`config.mk`:
```
export PLATFORM = sky130hd
export DESIGN_NAME = hwpe_job_launcher
export DESIGN_NICKNAME = d
export VERILOG_FILES = /design/src/rtl/hwpe_job_launcher_pkg.sv /design/src/rtl/hwpe_job_launcher.sv
export SDC_FILE = /design/constraint.sdc
export NUM_CORES = 1
export LEC_CHECK = 0
export CORE_MARGIN = 2
export CORE_UTILIZATION = 30
export DETAILED_ROUTE_END_ITERATION = 7
export PLACE_DENSITY_LB_ADDON = 0.3
export SYNTH_ARGS = -nofsm -noshare
export SYNTH_HDL_FRONTEND = slang
export SYNTH_SLANG_ARGS = --single-unit
```
`constraint.sdc`:
```
create_clock -name clk_i -period 3.2 [get_ports clk_i]
set_clock_uncertainty 0.2 [all_clocks]
set_input_delay 0.64 -clock clk_i [delete_from_list [all_inputs] [get_ports clk_i]]
set_output_delay 0.64 -clock clk_i [all_outputs]
set_load 0.02 [all_outputs]
```
`src/rtl/hwpe_job_launcher_pkg.sv`:
```
// Shared constants for the HWPE job launcher: FSM encodings, accelerator
// register offsets and the refused-acquire flag position.
package hwpe_job_launcher_pkg;

    localparam int unsigned STATE_W = 3;

    localparam logic [STATE_W-1:0] ST_IDLE     = 3'd0;
    localparam logic [STATE_W-1:0] ST_ACQ_REQ  = 3'd1;
    localparam logic [STATE_W-1:0] ST_ACQ_RSP  = 3'd2;
    localparam logic [STATE_W-1:0] ST_BACKOFF  = 3'd3;
    localparam logic [STATE_W-1:0] ST_WR_REG   = 3'd4;
    localparam logic [STATE_W-1:0] ST_TRIG     = 3'd5;
    localparam logic [STATE_W-1:0] ST_WAIT_EVT = 3'd6;
    localparam logic [STATE_W-1:0] ST_DONE     = 3'd7;

    localparam logic [31:0] OFS_TRIGGER      = 32'h0000_0000;
    localparam logic [31:0] OFS_ACQUIRE      = 32'h0000_0004;
    localparam logic [31:0] OFS_JOB_REG_BASE = 32'h0000_0040;

    localparam int unsigned ACQUIRE_REFUSED_BIT = 31;

    // Byte offset of job register k relative to the accelerator base.
    function automatic logic [31:0] job_reg_ofs(input logic [3:0] k);
        return OFS_JOB_REG_BASE + {26'd0, k, 2'b00};
    endfunction

endpackage

```
`src/rtl/hwpe_job_launcher.sv`:
```
// Peripheral-bus master that acquires an HWPE context, programs the job
// registers, triggers and waits for completion. Optional: HWPE_JOB_LAUNCHER_TIMEOUT_EN.
module hwpe_job_launcher
    import hwpe_job_launcher_pkg::*;
#(
    parameter int unsigned N_JOB_REGS  = 4,
    parameter logic [31:0] BASE_ADDR   = 32'h0000_0000,
    parameter int unsigned ID_WIDTH    = 16,
    parameter int unsigned MASTER_ID   = 0,
    parameter int unsigned RETRY_DELAY = 8
`ifdef HWPE_JOB_LAUNCHER_TIMEOUT_EN
    ,
    parameter int unsigned TIMEOUT_CYCLES = 65536
`endif
) (
    input  logic                    clk_i,
    input  logic                    rst_i,
    input  logic                    job_valid_i,
    output logic                    job_ready_o,
    input  logic [N_JOB_REGS*32-1:0] job_regs_i,
    output logic                    done_o,
    output logic [7:0]              job_id_o,
    output logic                    busy_o,
`ifdef HWPE_JOB_LAUNCHER_TIMEOUT_EN
    output logic                    error_o,
`endif
    input  logic                    evt_i,
    output logic                    periph_req_o,
    input  logic                    periph_gnt_i,
    output logic [31:0]             periph_add_o,
    output logic                    periph_wen_o,
    output logic [3:0]              periph_be_o,
    output logic [31:0]             periph_data_o,
    output logic [ID_WIDTH-1:0]     periph_id_o,
    input  logic [31:0]             periph_r_data_i,
    input  logic                    periph_r_valid_i,
    input  logic [ID_WIDTH-1:0]     periph_r_id_i
);

    localparam int unsigned IDX_W = (N_JOB_REGS > 1) ? $clog2(N_JOB_REGS) : 1;
    localparam int unsigned BO_W  = (RETRY_DELAY > 1) ? $clog2(RETRY_DELAY) : 1;

    logic [STATE_W-1:0] state_q, state_d;
    logic [IDX_W-1:0]   idx_q, idx_d;
    logic [BO_W-1:0]    bo_cnt_q, bo_cnt_d;
    logic [7:0]         job_id_q, job_id_d;
    logic               evt_seen_q, evt_seen_d;
    logic [31:0]        regs_q [N_JOB_REGS];
    logic [31:0]        regs_d [N_JOB_REGS];

    logic               req_q, req_d;
    logic [31:0]        add_q, add_d;
    logic               wen_q, wen_d;
    logic [31:0]        data_q, data_d;
    logic               done_q, done_d;
    logic               busy_q, busy_d;
    logic               ready_q, ready_d;

`ifdef HWPE_JOB_LAUNCHER_TIMEOUT_EN
    logic [31:0]        tmo_cnt_q, tmo_cnt_d;
    logic               error_q, error_d;
`endif

    logic               xfer;
    logic               rsp_ok;
    logic               unused_rdata;

    assign xfer         = req_q & periph_gnt_i;
    assign rsp_ok       = periph_r_valid_i & (periph_r_id_i == ID_WIDTH'(MASTER_ID));
    assign unused_rdata = ^periph_r_data_i[30:8];

    // Next-state logic plus the bus/status values that go with the next state.
    always_comb begin
        state_d    = state_q;
        idx_d      = idx_q;
        bo_cnt_d   = bo_cnt_q;
        job_id_d   = job_id_q;
        evt_seen_d = evt_seen_q;
        regs_d     = regs_q;
`ifdef HWPE_JOB_LAUNCHER_TIMEOUT_EN
        tmo_cnt_d  = tmo_cnt_q;
        error_d    = error_q;
`endif

        case (state_q)
            ST_IDLE: begin
                if (job_valid_i) begin
                    for (int unsigned k = 0; k < N_JOB_REGS; k++) begin
                        regs_d[k] = job_regs_i[32*k +: 32];
                    end
`ifdef HWPE_JOB_LAUNCHER_TIMEOUT_EN
                    error_d = 1'b0;
`endif
                    state_d = ST_ACQ_REQ;
                end
            end
            ST_ACQ_REQ: begin
                if (xfer) state_d = ST_ACQ_RSP;
            end
            ST_ACQ_RSP: begin
                if (rsp_ok) begin
                    if (periph_r_data_i[ACQUIRE_REFUSED_BIT]) begin
                        bo_cnt_d = '0;
                        state_d  = ST_BACKOFF;
                    end else begin
                        job_id_d = periph_r_data_i[7:0];
                        idx_d    = '0;
                        state_d  = ST_WR_REG;
                    end
                end
            end
            ST_BACKOFF: begin
                if (bo_cnt_q == BO_W'(RETRY_DELAY - 1)) begin
                    state_d = ST_ACQ_REQ;
                end else begin
                    bo_cnt_d = bo_cnt_q + BO_W'(1);
                end
            end
            ST_WR_REG: begin
                if (xfer) begin
                    if (idx_q == IDX_W'(N_JOB_REGS - 1)) begin
                        state_d = ST_TRIG;
                    end else begin
                        idx_d = idx_q + IDX_W'(1);
                    end
                end
            end
            ST_TRIG: begin
                // An event coincident with the trigger grant must not be lost.
                if (xfer) begin
                    evt_seen_d = evt_i;
`ifdef HWPE_JOB_LAUNCHER_TIMEOUT_EN
                    tmo_cnt_d  = 32'd1;
`endif
                    state_d    = ST_WAIT_EVT;
                end
            end
            ST_WAIT_EVT: begin
                if (evt_seen_q | evt_i) begin
                    state_d = ST_DONE;
                end
`ifdef HWPE_JOB_LAUNCHER_TIMEOUT_EN
                else begin
                    tmo_cnt_d = tmo_cnt_q + 32'd1;
                    if (tmo_cnt_d == 32'(TIMEOUT_CYCLES)) begin
                        error_d = 1'b1;
                        state_d = ST_DONE;
                    end
                end
`endif
            end
            ST_DONE: begin
                evt_seen_d = 1'b0;
                state_d    = ST_IDLE;
            end
            default: state_d = ST_IDLE;
        endcase

        req_d  = 1'b0;
        add_d  = 32'd0;
        wen_d  = 1'b1;
        data_d = 32'd0;
        case (state_d)
            ST_ACQ_REQ: begin
                req_d = 1'b1;
                add_d = BASE_ADDR + OFS_ACQUIRE;
                wen_d = 1'b1;
            end
            ST_WR_REG: begin
                req_d  = 1'b1;
                add_d  = BASE_ADDR + job_reg_ofs(4'(idx_d));
                wen_d  = 1'b0;
                data_d = regs_q[idx_d];
            end
            ST_TRIG: begin
                req_d = 1'b1;
                add_d = BASE_ADDR + OFS_TRIGGER;
                wen_d = 1'b0;
            end
            default: ;
        endcase

        busy_d  = (state_d != ST_IDLE);
        ready_d = (state_d == ST_IDLE);
        done_d  = (state_d == ST_DONE);
    end

    always_ff @(posedge clk_i) begin
        if (rst_i) begin
            state_q    <= ST_IDLE;
            idx_q      <= '0;
            bo_cnt_q   <= '0;
            job_id_q   <= 8'd0;
            evt_seen_q <= 1'b0;
            for (int unsigned k = 0; k < N_JOB_REGS; k++) regs_q[k] <= 32'd0;
            req_q      <= 1'b0;
            add_q      <= 32'd0;
            wen_q      <= 1'b1;
            data_q     <= 32'd0;
            done_q     <= 1'b0;
            busy_q     <= 1'b0;
            ready_q    <= 1'b1;
`ifdef HWPE_JOB_LAUNCHER_TIMEOUT_EN
            tmo_cnt_q  <= 32'd0;
            error_q    <= 1'b0;
`endif
        end else begin
            state_q    <= state_d;
            idx_q      <= idx_d;
            bo_cnt_q   <= bo_cnt_d;
            job_id_q   <= job_id_d;
            evt_seen_q <= evt_seen_d;
            regs_q     <= regs_d;
            req_q      <= req_d;
            add_q      <= add_d;
            wen_q      <= wen_d;
            data_q     <= data_d;
            done_q     <= done_d;
            busy_q     <= busy_d;
            ready_q    <= ready_d;
`ifdef HWPE_JOB_LAUNCHER_TIMEOUT_EN
            tmo_cnt_q  <= tmo_cnt_d;
            error_q    <= error_d;
`endif
        end
    end

    assign job_ready_o   = ready_q;
    assign done_o        = done_q;
    assign busy_o        = busy_q;
    assign job_id_o      = job_id_q;
    assign periph_req_o  = req_q;
    assign periph_add_o  = add_q;
    assign periph_wen_o  = wen_q;
    assign periph_data_o = data_q;
    assign periph_be_o   = 4'hF;
    assign periph_id_o   = ID_WIDTH'(MASTER_ID);
`ifdef HWPE_JOB_LAUNCHER_TIMEOUT_EN
    assign error_o       = error_q;
`endif

endmodule
```
Word-level counts from Yosys, hierarchy flattened
Cells that the tools add are included.

word-level totals
  register bits after elaboration = 214
  bits of input ports = 182
  output and inout bits = 97
  word-level logic and storage cells = 83

cells by class
  add/subtract/negate cells = 3
  $lt $le $gt $ge = 1
  equal/unequal tests = 17
  muxes and demuxes = 27
  bitwise operators = 6
  reduce and logical (&&, ||, !) cells = 13

operators by type and width
  operator                                              count
  binary-select mux 32 bit (select 2 bit)               1
  two-way mux 32 bit                                    2
  two-way mux 3 bit                                     12
  equality test 3 bit (second input constant)           8
  case mux 3 bit (8 select lines)                       1
  zero test 16 bit                                      1
  case mux 8 bit (2 select lines)                       1
  adder 7 x 4 -> 8 bit (first input constant)           1
  two-way mux 2 bit                                     4
  != test 2 bit (second input constant)                 4
  equality test 3 x 1 -> 1 bit (second input constant)  2
  equality test 3 x 2 -> 1 bit (second input constant)  2
  zero test 3 bit                                       2
  case mux 3 bit (2 select lines)                       1
  case mux 2 bit (2 select lines)                       1
  AND reduction 2 bit                                   2
  AND reduction 4 bit                                   1
  nonzero test 2 bit                                    2
  OR reduction 2 bit                                    2
  adder 3 x 1 -> 3 bit (second input constant)          1
  >= comparator 3 bit (second input constant)           1
  two-way mux 1 bit                                     3
  inverter 2 -> 3 bit                                   1
  AND reduction 3 bit                                   1
  other kinds (8)                                       10

Logic depth before layout (Yosys ltp)
Gate-level depths: netlist of run 1.

  word-level depth = 8
  depth in mapped cells = 8

Worst setup path before layout of run 1
OpenSTA, ideal clock, no wires.

  path kind = in2reg
  start = input port periph_r_id_i[5]
  end = register data_q[19], in the netlist periph_data_o[19]
  library setup time = 0.118 ns
  arrival = 2.428 ns
  required time = 2.882 ns
  path slack = 0.454 ns
  stages = 8
  path through = or4_1 -> or4_1 -> buf_2 -> or2_1 -> buf_2 -> clkbuf_1 -> nor2_1 -> nor4_2

between the ends
  longest elaborated chain between the ends = 8

ends and longest elaborated chain
  what                                                   line                      text
  from (decl)                                            hwpe_job_launcher.sv:37   input logic [ID_WIDTH-1:0] periph_r_id_i
  zero test 16 bit *                                     hwpe_job_launcher.sv:69   assign rsp_ok = periph_r_valid_i & (periph_r_id_i == ID_WIDTH'(MASTER_ID));
  bitwise AND 1 bit *                                    hwpe_job_launcher.sv:69
  two-way mux 2 bit                                      hwpe_job_launcher.sv:101  if (rsp_ok) begin
  case mux 2 bit (2 select lines)                        hwpe_job_launcher.sv:85   case (state_q)
  inverter 2 -> 3 bit (implied by the code)              hwpe_job_launcher.sv:173  data_d = regs_q[idx_d];
  binary-select mux 32 bit (select 2 bit)                hwpe_job_launcher.sv:173
  two-way mux 32 bit (implied by the code) (2 in a row)  hwpe_job_launcher.sv:173
  to (signal assigned)                                   hwpe_job_launcher.sv:217  data_q <= data_d;
  to (decl)                                              hwpe_job_launcher.sv:54   logic [31:0] data_q, data_d;

Mark *: on every way between the ends. The rest lies on a longest branch, timed or not. The select of a mux whose other input is x is not followed.
A chain may end at the register's enable or synchronous reset.

Worst setup path after layout of run 1
  start = input port periph_r_id_i[5]
  end = register data_q[31], in the netlist periph_data_o[31]

The elaborated chain is that of the path after synthesis.

==> results of run 1 <==
-- metal layers --
metal / track usage [%] / vias up / share of wire [%] / wire, um
met1: 23.52 / 3652 / 45 / 11880
met4: 4.937 / 2 / 1.5 / 402
li1: - / 3911 / - / -
met2: 30.19 / 251 / 48 / 12790
met3: 3.451 / 27 / 6.0 / 1588
met5: 0 / - / 0.060 / 16
-- critical path, stage by stage --
cell	delay (ns)
clkdlybuf4s50_1	0.39
or4_1	0.54
or4_2	0.68
o21ai_4	0.21
nand4b_4	0.18
buf_12	0.22
nor4_1	0.28
-- cell families after synthesis --
| family | after synthesis | synth area share [%] |
|---|---|---|
| AO/OA/AOI/OAI | 289 | 20.47 |
| AND/OR/NAND/NOR | 434 | 24.67 |
| other | 2 | 0.08924 |
| flip-flops | 185 | 44.01 |
| adder cells (fa/ha/maj) | 2 | 0.2973 |
| buffers and inverters | 175 | 10.35 |
| multiplexers | 1 | 0.1189 |
-- layout by cell type, fill, tap and decap left out, types with 3 or more instances in the layout --
cell type	n
a21oi_1	200
buf_12	15
buf_4	19
clkbuf_16	17
clkdlybuf4s50_1	205
clkinv_2	3
clkinvlp_4	5
conb_1	49
dfxtp_1	184
inv_1	34
nand2_1	278
nand2b_1	31
nor2_1	32
nor3_1	41
nor4_1	7
nor4_2	24
o21a_1	32
o21ai_0	5
o221ai_1	28
o32ai_1	5
-- flip-flops by register name, summed over array words and instances, names as in the netlist --
| name | count |
|---|---|
| done_o | 1 |
| busy_o | 1 |
| bo_cnt_q | 3 |
| state_q | 3 |
| periph_data_o | 32 |
| regs_q | 128 |
| idx_q | 2 |
| periph_req_o | 1 |
| job_id_o | 8 |
| evt_seen_q | 1 |
| periph_add_o | 3 |
| job_ready_o | 1 |
| periph_wen_o | 1 |
-- worst max-delay path by stage --
stage / from / to / slack, ns
after global routing: periph_r_id_i[5] / periph_data_o[5]$_SDFF_PP0_ / 0.06
after floorplan: periph_r_id_i[5] / periph_data_o[19]$_SDFF_PP0_ / 0.45
final: periph_r_id_i[5] / periph_data_o[31]$_SDFF_PP0_ / 0.19
after global placement: periph_r_id_i[5] / periph_data_o[31]$_SDFF_PP0_ / -0.21
after detailed placement: periph_r_id_i[5] / periph_data_o[28]$_SDFF_PP0_ / -0.25
after CTS: periph_r_id_i[5] / periph_data_o[28]$_SDFF_PP0_ / 0.19
-- final cells by class --
class	instances	area [um2]
fill	2897	16280
tap	378	473.0
timing repair buffer	239	2495
antenna	1	2.502
multi-input combinational	775	4073
sequential	185	3705
inverter	34	127.6
clock inverter	13	120.1
clock buffer	19	432.9
-- power breakdown --
part	leakage [nW]	switching (mW)	internal [mW]
combinational	2.42	0.383	0.340
sequential	1.51	0.0686	2.43
clock	0.258	0.938	1.08
total	4.19	1.39	3.85
==> run metrics, run 1 <==
Initial Util=30.38%; core area=0.02771 mm2; Hold Path Stages=2; Worst Setup Start Kind=primary input; initial antenna violation count=2; DRC errors left=0; DIE HEIGHT=171.5 um; worst slew pin tran=0.7111 ns; first-pass GRT wire length=40.81 mm; Post-synth top flop=dfxtp_1; DRT Pass-1 Iters=5; FMAX=0.3323 GHz; Cells after DPL=1,611; Static Leakage=4.187 nW; Final Hold Viols=0; Synth Register Bits=185; setup TNS=0 ns; commonest cells in the netlist=nand2_1, a21oi_1, dfxtp_1, clkbuf_1, buf_4; synth warn=0; Via Count=7,843; sequential share of the synthesized area=44.01%; CTS Buf Count=17; Clock Latency Late Sink=0.43 ns; Hold Path Origin=job_id_o[0]$_SDFFE_PP0P_; post-layout util=41.25%; hold endpoint=job_id_o[0]$_SDFFE_PP0P_; cells on worst reg2reg path=6; routed length per placed instance=16.22 um; hold_buf cts=0; CP Capture Type=flip-flop; CTS Root Buffer Type=clkbuf_16; Placer Congestion=0.8275; r2r startpoint=state_q[1]$_SDFF_PP0_; Max clock buf depth=2; most frequent cell after synthesis=nand2_1; R2R setup slack=0.48 ns; reg2reg end=periph_data_o[31]$_SDFF_PP0_; final worst slack=0.1905 ns; PortBufs=206; layout cells sized above 1=8.300%; hold slack=0.2478 ns; Syn Inst Count=1,088; Final Max Slew Viols=0; dpl cell area=0.01087 mm2; Initial DRC Count=527; post-layout net count=1,436; design area=0.01143 mm2; CP max FO=17; CTS tree=built; CTS sink count=185; Post-DP HPWL=18.11 mm; top cell type's share of synthesized area=44.01%; Data arrival, critical path=3.14 ns; synth top area cells=dfxtp_1, nand2_1, a21oi_1; Max transition margin=52.59%; full die area=0.02941 mm2; critical setup path kind=primary input to flip-flop; # rows=61; max-cap violations=0; largest net degree at the start of global routing=143; worst endpoint required time=3.33 ns; Clock Pin Slew Worst Setup and Hold Paths=0.07 ns; clock period minus worst slack=3.010 ns; status=finished, final reports clean; Via density=4.771; PD cells=458.3 mW/mm2; Syn-to-layout area delta=35.80%; overall power=5.238 mW; Setup Fix Bufs, Post-CTS=0; gr ovfl total=0; post-synth top area cell=dfxtp_1; unrepaired setup endpoints after global routing=false; Max IR drop VDD=357.0 uV; final setup fails=0; asr flop ratio synth=0%; H-tree depth=4; DP Worst Slack=-0.2527 ns; drt total wl=26.67 mm; final cell count without fillers=1,644; post-synthesis cell area=0.008416 mm2; Post-synth EDFFs=0; Die X-Extent=171.5 um; Synth cell types=52; top-level I/O count=279; Final ANT Viol Nets=0; GRT Util Overall=17.98%; Resize count post-CTS=0; vias in the first global route=7,525; hold crit path type=flip-flop to flip-flop; fin crit share=94.05%; Avg Inst Size Synth=7.735 um2
Note: power is estimated with default switching activity, not from simulation.
==> inputs of run 2 (changes only) <==
--- a/config.mk
+++ b/config.mk
@@ -7,8 +7,8 @@
 export LEC_CHECK = 0
 export CORE_MARGIN = 2
 export CORE_UTILIZATION = 30
+export CTS_BUF_LIST = sky130_fd_sc_hd__clkbuf_16
 export DETAILED_ROUTE_END_ITERATION = 7
-export PLACE_DENSITY_LB_ADDON = 0.3
 export SYNTH_ARGS = -nofsm -noshare
 export SYNTH_HDL_FRONTEND = slang
 export SYNTH_SLANG_ARGS = --single-unit
==> run metrics, run 2 (same netlist as run 1, synthesis figures left out) <==
status=finished, final reports clean; Setup Fix Bufs, Post-CTS=0; layout cells sized above 1=7.613%; overall power=5.188 mW; Via density=4.824; CTS Root Buffer Type=clkbuf_16; routed length per placed instance=16.40 um; DRC errors left=0; top-level I/O count=279; vias in the first global route=7,614; first-pass GRT wire length=41.41 mm; R2R setup slack=0.58 ns; register share of total power=48.2%; clock period minus worst slack=2.903 ns; crit-path most repeated cell=or4_1; register name with the most flops=regs_q; hold_buf cts=0; part of the power in the clock network=38.2%; Via Count=7,926; PortBufs=206; design area=0.01135 mm2; PD cells=456.9 mW/mm2; Final ANT Viol Nets=0; CP bufs+invs=2; fin crit share=90.73%; Final Max Slew Viols=0; Max clock buf depth=2; Placer Congestion=0.8100; CP max FO=17; commonest non-fill, non-tap cell in the layout=nand2_1; max FFs per register=128; gr ovfl total=0; Max transition margin=59.64%; Max IR drop VDD=340.0 uV; initial antenna violation count=2; core area=0.02771 mm2; critical setup path kind=primary input to flip-flop; Filler cells=2,830; hold crit path type=flip-flop to flip-flop; Syn-to-layout area delta=34.91%; switch share=26.47%; worst slew pin tran=0.6054 ns; GRT Util Overall=18.19%; Final Hold Viols=0; drt total wl=26.95 mm; final setup fails=0; worst endpoint required time=3.33 ns; Psw=1.373 mW; Worst path slowest cell=or4_1; largest net degree at the start of global routing=129; Initial DRC Count=560; CTS tree=built; commonest non-fill, non-tap cells in the layout=nand2_1, clkdlybuf4s50_1, a21oi_1; DP Worst Slack=-0.1509 ns; Clock Pin Slew Worst Setup and Hold Paths=0.06 ns; Initial Util=30.38%; post-layout net count=1,432; full die area=0.02941 mm2; Clock Latency Late Sink=0.43 ns; CTS Buf Count=17; P_int=3.815 mW; H-tree depth=4; final worst slack=0.2965 ns; Crit path max-delay family=simple AND/OR/NAND/NOR gates; Static Leakage=4.153 nW; Data arrival, critical path=3.04 ns; CTS sink count=185; Worst Setup Start Kind=primary input; FMAX=0.3444 GHz; dpl cell area=0.01080 mm2; Die X-Extent=171.5 um; combinational share of power=13.7%; worst path cell trace=clkdlybuf4s50_1 -> or4_1 -> or4_1 -> o21ai_4 -> nand4b_4 -> buf_12 -> nor4_1; CP Capture Type=flip-flop; Resize count post-CTS=0; DIE HEIGHT=171.5 um; # rows=61; Post-DP HPWL=17.91 mm; max-cap violations=0; unrepaired setup endpoints after global routing=false; slowest stage delay, CP=0.56 ns; DRT Pass-1 Iters=5
## run 2: path summary, 6_finish.rpt
kind                                                from                           to  cells after the start
worst min register to register  job_id_o[3]$_SDFFE_PP0P_     job_id_o[3]$_SDFFE_PP0P_                      2
worst min-delay path            job_id_o[3]$_SDFFE_PP0P_     job_id_o[3]$_SDFFE_PP0P_                      2
worst max-delay path                    periph_r_id_i[5]  periph_data_o[5]$_SDFF_PP0_                      7
worst max register to register     state_q[1]$_SDFF_PP0_  periph_data_o[5]$_SDFF_PP0_                      6
## run 2: metrics by stage
| step | hold WS, ns | cells | util, % | TNS, ns |
|---|---|---|---|---|
| 6_report | 0.2513 | 1643 | 40.98 | 0 |
| 5_1_grt | 0.2652 | 1641 | 40.96 | 0 |
| 4_1_cts | 0.2561 | 1639 | 40.94 | 0 |
| 3_5_place_dp | 0.2467 | 1607 | 39.00 | -3.636 |
| 3_3_place_gp | 0.2388 | 1607 | 39.00 | -3.097 |
| 2_1_floorplan | 0.2357 | 1135 | - | 0 |
## run 2: power groups by stage
stage | Combinational, mW | Clock, mW | Sequential, mW
5_1_grt | 0.792 | 2.11 | 2.51
3_3_place_gp | 0.707 | 0 | 2.55
6_report | 0.709 | 1.98 | 2.50
3_5_place_dp | 0.712 | 0 | 2.55
4_1_cts | 0.716 | 2.02 | 2.50
2_1_floorplan | 0.434 | 0 | 2.54
## run 2: worst min-delay path: cells and delay by family (launching register included)
family,cells,cell delay [ns]
AND/OR/NAND/NOR,1,0.05
flip-flops,1,0.31
AO/OA/AOI/OAI,1,0.05
## run 2: layout make-up
class / instances / area, um2 / area share [%]
Clock buffer: 17 / 425.4 / 3.747
Timing Repair Buffer: 235 / 2427 / 21.38
Clock inverter: 15 / 113.9 / 1.003
Sequential cell: 185 / 3705 / 32.63
Tap cell: 378 / 473.0 / 4.166
Inverter: 34 / 127.6 / 1.124
Multi-Input combinational cell: 775 / 4071 / 35.86
Antenna cell: 4 / 10.01 / 0.08816
## run 2: routing by layer
layer / vias up / share of wire [%] / global-route usage (%)
li1: 3906 / - / -
met1: 3702 / 45 / 24.14
met2: 280 / 47 / 29.49
met3: 38 / 6.2 / 3.152
met4: 0 / 2.2 / 6.853
met5: - / 0 / 0
